[src/rtl/fetch_unit.sv]
// Instruction fetch stage: small program-loadable instruction memory, PC/IR
// registers and an EMPTY/RUN/HALT sequencer with branch/jump squash.
module fetch_unit #(
   parameter int          IMEM_DEPTH = 64,
   parameter logic [5:0]  HALT_OP    = 6'h3F,
   localparam int         AW         = $clog2(IMEM_DEPTH)
) (
   input  logic          clk,
   input  logic          rst_n,
   input  logic          stall,
   input  logic          branch_taken,
   input  logic          jump,
   input  logic          prog_we,
   input  logic [AW-1:0] prog_addr,
   input  logic [31:0]   prog_data,
   output logic [5:0]    op,
   output logic [4:0]    rs,
   output logic [4:0]    rt,
   output logic [4:0]    rd,
   output logic [4:0]    shamt,
   output logic [5:0]    funct,
   output logic [31:0]   pc,
   output logic [31:0]   pc_ir,
   output logic          instr_valid,
   output logic          halted
);

   typedef enum logic [1:0] {S_EMPTY, S_RUN, S_HALT} state_t;

   state_t        r_state, w_state_nxt;
   logic [31:0]   r_pc, w_pc_nxt;
   logic [31:0]   r_pc_ir, w_pc_ir_nxt;
   logic [31:0]   r_ir, w_ir_nxt;
   logic          r_valid, w_valid_nxt;

   logic [31:0]   r_mem [IMEM_DEPTH];
   logic [31:0]   w_fetch;
   logic [31:0]   w_pc_ir_plus4;
   logic [31:0]   w_jump_tgt;
   logic [31:0]   w_branch_tgt;
   logic          w_is_halt;
   logic          w_redirect;

   // NOTE: the memory has no reset; program contents must survive rst_n.
   always_ff @(posedge clk) begin
      if (prog_we)
         r_mem[prog_addr] <= prog_data;
   end

   // Upper PC bits are dropped, so fetch addresses wrap over the memory.
   assign w_fetch       = r_mem[r_pc[AW+1:2]];
   assign w_pc_ir_plus4 = r_pc_ir + 32'd4;
   assign w_jump_tgt    = {w_pc_ir_plus4[31:28], r_ir[25:0], 2'b00};
   assign w_branch_tgt  = w_pc_ir_plus4 + {{14{r_ir[15]}}, r_ir[15:0], 2'b00};
   assign w_is_halt     = r_valid && (r_ir[31:26] == HALT_OP);
   assign w_redirect    = r_valid && (jump || branch_taken);

   always_ff @(posedge clk or negedge rst_n) begin
      if (!rst_n) begin
         r_state <= S_EMPTY;
         r_pc    <= '0;
         r_pc_ir <= '0;
         r_ir    <= '0;
         r_valid <= 1'b0;
      end else begin
         // NOTE: sequential state uses non-blocking assignment only.
         r_state <= w_state_nxt;
         r_pc    <= w_pc_nxt;
         r_pc_ir <= w_pc_ir_nxt;
         r_ir    <= w_ir_nxt;
         r_valid <= w_valid_nxt;
      end
   end

   always_comb begin
      // NOTE: every output gets a hold default first so no latch is inferred.
      w_state_nxt = r_state;
      w_pc_nxt    = r_pc;
      w_pc_ir_nxt = r_pc_ir;
      w_ir_nxt    = r_ir;
      w_valid_nxt = r_valid;
      if (!stall) begin
         case (r_state)
            S_EMPTY: begin
               w_ir_nxt    = w_fetch;
               w_pc_ir_nxt = r_pc;
               w_pc_nxt    = r_pc + 32'd4;
               w_valid_nxt = 1'b1;
               w_state_nxt = S_RUN;
            end
            S_RUN: begin
               if (w_is_halt) begin
                  w_state_nxt = S_HALT;
                  w_ir_nxt    = '0;
                  w_valid_nxt = 1'b0;
               end else if (w_redirect) begin
                  // Wrong-path word fetched this cycle is squashed to a bubble.
                  w_pc_nxt    = jump ? w_jump_tgt : w_branch_tgt;
                  w_ir_nxt    = '0;
                  w_valid_nxt = 1'b0;
               end else begin
                  w_ir_nxt    = w_fetch;
                  w_pc_ir_nxt = r_pc;
                  w_pc_nxt    = r_pc + 32'd4;
                  w_valid_nxt = 1'b1;
               end
            end
            S_HALT: ;
            default: w_state_nxt = S_EMPTY;
         endcase
      end
   end

   assign op          = r_ir[31:26];
   assign rs          = r_ir[25:21];
   assign rt          = r_ir[20:16];
   assign rd          = r_ir[15:11];
   assign shamt       = r_ir[10:6];
   assign funct       = r_ir[5:0];
   assign pc          = r_pc;
   assign pc_ir       = r_pc_ir;
   assign instr_valid = r_valid;
   assign halted      = (r_state == S_HALT);

endmodule

[config.mk]
export PLATFORM = sky130hd
export DESIGN_NAME = fetch_unit
export DESIGN_NICKNAME = d
export VERILOG_FILES = /design/src/rtl/fetch_unit.sv
export SDC_FILE = /design/constraint.sdc
export NUM_CORES = 2
export LEC_CHECK = 0
export ABC_AREA = 1
export CAP_MARGIN = 30
export CORE_UTILIZATION = 45
export CTS_BUF_LIST = sky130_fd_sc_hd__clkbuf_2
export DETAILED_ROUTE_END_ITERATION = 8
export DONT_BUFFER_PORTS = 1
export PLACE_DENSITY = 0.67
export SYNTH_ARGS = -nofsm -noshare
export SYNTH_HDL_FRONTEND = slang
export SYNTH_SLANG_ARGS = --single-unit
[constraint.sdc]
create_clock -name clk -period 2.5 [get_ports clk]
set_input_delay 0.5 -clock clk [delete_from_list [all_inputs] [get_ports clk]]
set_output_delay 0.5 -clock clk [all_outputs]
set_load 0.02 [all_outputs]
==> impl_metrics.ini <==
[clock_tree]
insertion_delay_ps = 1850
clkTransAtPathRegs_ps = 120
cts-root-buf = clkbuf_2
cts_num_sinks = 2147
clk_path_buf_depth = 4
cts_tree = built
htreeDepth = 6
numCtsBuffers = 558

[routing]
ant_nets = 0
routedWlPerCell_um = 24.2
vias = 65400
wl_met3_mm = 29.9
drt_iter0_markers = 7903
wl_met2_mm = 129
firstDrtPassIters = 6
wirelength_mm = 275
viasPerCell = 5.73
drc = 0
top_layer = met5
wl_met1_mm = 107

[timing]
hold_viol = 0
worst_clock_skew_ps = 117
drv_slew = 0
period_needed_ps = 3380
tns_ps = -101740
relSlewSlack_pct = 14.9
setup_viol = 394
max_freq_ghz = 0.296
rsz0062_at_grt = yes
post-route-period-util_pct = 135
hold_ws_ps = 237
worst_slew_pin_slew_ps = 1280
timing.final.ws_setup_ps = -880

[pwr]
power.density_nw_per_um2 = 1040
p_clk_share_pct = 20.6
switchingPower_mw = 44.9
internal-power_mw = 67.1
pwr-share-comb_pct = 42.5
p_leak_nw = 38.4
seq_power_share_pct = 36.9
irDropWorstVdd_mv = 0.735
switching_share_pct = 40.1

[die]
initial_utilization_pct = 45.4
std_cell_rows = 162
die_w_um = 446
pin_count = 142
dieArea_sq_um = 199000
core_area_sq_um = 195000
die_h_um = 446

[logic_synthesis]
yosysMostFrequentCell = edfxtp_1
synth_area_leaders = edfxtp_1, nor2_1, o21ai_0, nand2_1, dfrtp_1
synth_area_leader_cell = edfxtp_1
async_flop_share_pct = 4.61
postSynthAreaPerCell_sq_um = 11.9
synth_ff_type = edfxtp_1
syn-num-nets = 7524
syn_area_sq_um = 88600
yosys.area.top_type_share_pct = 69.4
synth_edf_count = 2048
ys_seq_area_share_pct = 72.2
yosys-top-cells-count = edfxtp_1, nor2_1, o21ai_0, nand2_1, nand3_1
synthCells = 7443
ys.warnings.count = 0
synthDistinctLibCells = 45
ys_ff_latch = 2147

[grt]
grt_first_pass_wirelength_mm = 401
grt.total_usage_pct = 27.2
first_global_vias = 63300
overflow = 0
antenna_found_initial = 10
grt_max_degree = 105

[setup_path]
crit_fanout = 6
endpoint_kind = primary output
reg2regPathDepth = 21
arrival_ps = 2880
cp-start-kind = flop
rr_endpoint = pc[28]
reg2reg_slack_ps = -690
cpMostUsedCell = buf_16
crit_required_ps = 2000
slowest_stage = dfrtp_4
crit_type = flop to primary output
cp_slowest_stage_delay_ps = 580
path_cells = buf_12 -> buf_16 -> buf_16
r2r-start = pc_ir[10]

[placement]
portBuffers = 0
gp_congestion = 0.950
place_ws_ps = -550
dp.cells = 10200
dp_hpwl_mm = 157

[run]
maxCapViolCount = 0

[layout]
layout.cells.non_filler = 11400
fin_nets = 8518
area_delta_synth_final_pct = 21.2
drive_above_1_share_pct = 23.3
post-route-util_pct = 55.0
fillers = 16000

[run_status]
status = finished, violations left
failed_checks = negative setup slack

[worst_hold_path]
hold_depth = 4
min_from = prog_addr[1]
hold-path-endpoint = r_mem[48][4]
hold_path_class = primary input to flop
==> power by group through the flow <==
stage / Combinational, mW / Clock (mW) / Sequential [mW]
after floorplan: 21.9 / 0 / 42.5
after global placement: 39.0 / 0 / 42.2
after detailed placement: 39.4 / 0 / 42.3
after CTS: 45.0 / 23.4 / 41.3
after global routing: 50.9 / 25.2 / 41.5
final: 47.6 / 23.1 / 41.4
==> metrics by stage <==
stage,power (mW),instance area (sq um)
after floorplan,64.4,89000
after global placement,81.2,96400
after detailed placement,81.6,96400
after CTS,110,106000
after global routing,118,107000
final,112,107000
==> kinds of logic (layout without fill, tap and decap cells) <==
group           after synthesis  count (layout)  synth area share, %
buf+inv                     667            1989                 3.36
fa+ha+maj                    37              37                0.531
mux                           1               1               0.0113
simple gates               2781            2781                 12.4
compound gates             1774            1774                 11.1
xor+xnor                     36              36                0.356
flops                      2147            2147                 72.2
other cells                   0              11                    0
==> sequential cells by signal, summed over array words and instances, names as in the netlist <==
signal	count
instr_valid	1
r_ir	32
pc_ir	32
r_mem	2048
r_state	2
pc	32
==> final cells by class <==
| class | count | area (sq um) | area share [%] |
|---|---|---|---|
| Inverter | 208 | 835 | 0.778 |
| Antenna cell | 11 | 27.5 | 0.0256 |
| Multi-Input combinational cell | 4629 | 23900 | 22.2 |
| Clock buffer | 779 | 3900 | 3.63 |
| Tap cell | 2624 | 3280 | 3.06 |
| Timing Repair Buffer | 893 | 10700 | 9.98 |
| Sequential cell | 2147 | 64100 | 59.7 |
| Clock inverter | 109 | 659 | 0.614 |
==> routing by layer <==
metal,up-vias,track usage (%)
met5,-,0
met4,10,10.6
met3,616,6.15
met2,3711,43.1
met1,31900,36.4
li1,29100,-
==> how the worst max path moves through the flow <==
stage                         endpoint  slack, ps  startpoint
after floorplan           r_mem[48][0]       -480     prog_we
after global placement          pc[30]       -550    pc_ir[2]
after detailed placement        pc[27]       -550   pc_ir[11]
after CTS                        pc[2]      -1100       pc[2]
after global routing             pc[2]      -1010       pc[2]
final                            pc[2]       -880       pc[2]
==> critical path: cells and delay by family, from the launching register on <==
family	cells	cell delay (ps)
buffers and inverters	3	420
flip-flops	1	580
==> cell usage in the layout, fill, tap and decap left out, drive strengths merged, types with 8 or more instances in the layout <==
cell type | netlist | final
o22ai | 230 | 230
o211ai | 222 | 222
nand3 | 289 | 289
edfxtp | 2048 | 2048
inv | 206 | 219
dfrtp | 99 | 99
nand4 | 24 | 24
xnor2 | 12 | 12
clkbuf | 241 | 779
nor4 | 11 | 11
bufinv | 0 | 9
a31oi | 10 | 10
or2 | 11 | 11
o221ai | 10 | 10
dlygate4sd3 | 0 | 107
nor2 | 1494 | 1494
a21oi | 128 | 128
clkinv | 2 | 86
buf | 218 | 776
nand2 | 917 | 917
ha | 36 | 36
bufbuf | 0 | 10
nor3 | 20 | 20
nand3b | 8 | 8
xor2 | 24 | 24
diode | 0 | 11
o21ai | 1165 | 1165
==> timing repair <==
action / 4_1_cts / 5_1_grt
gates resized for setup: 401 / 195
hold buffers: 176 / 0
pin swaps: 112 / 145
endpoints found under the setup margin: 155 / 397
setup buffers: 97 / 25
endpoints found under the hold margin: 4294 / 0
gates cloned: 10 / 0
(Power assumes the default switching activity.)
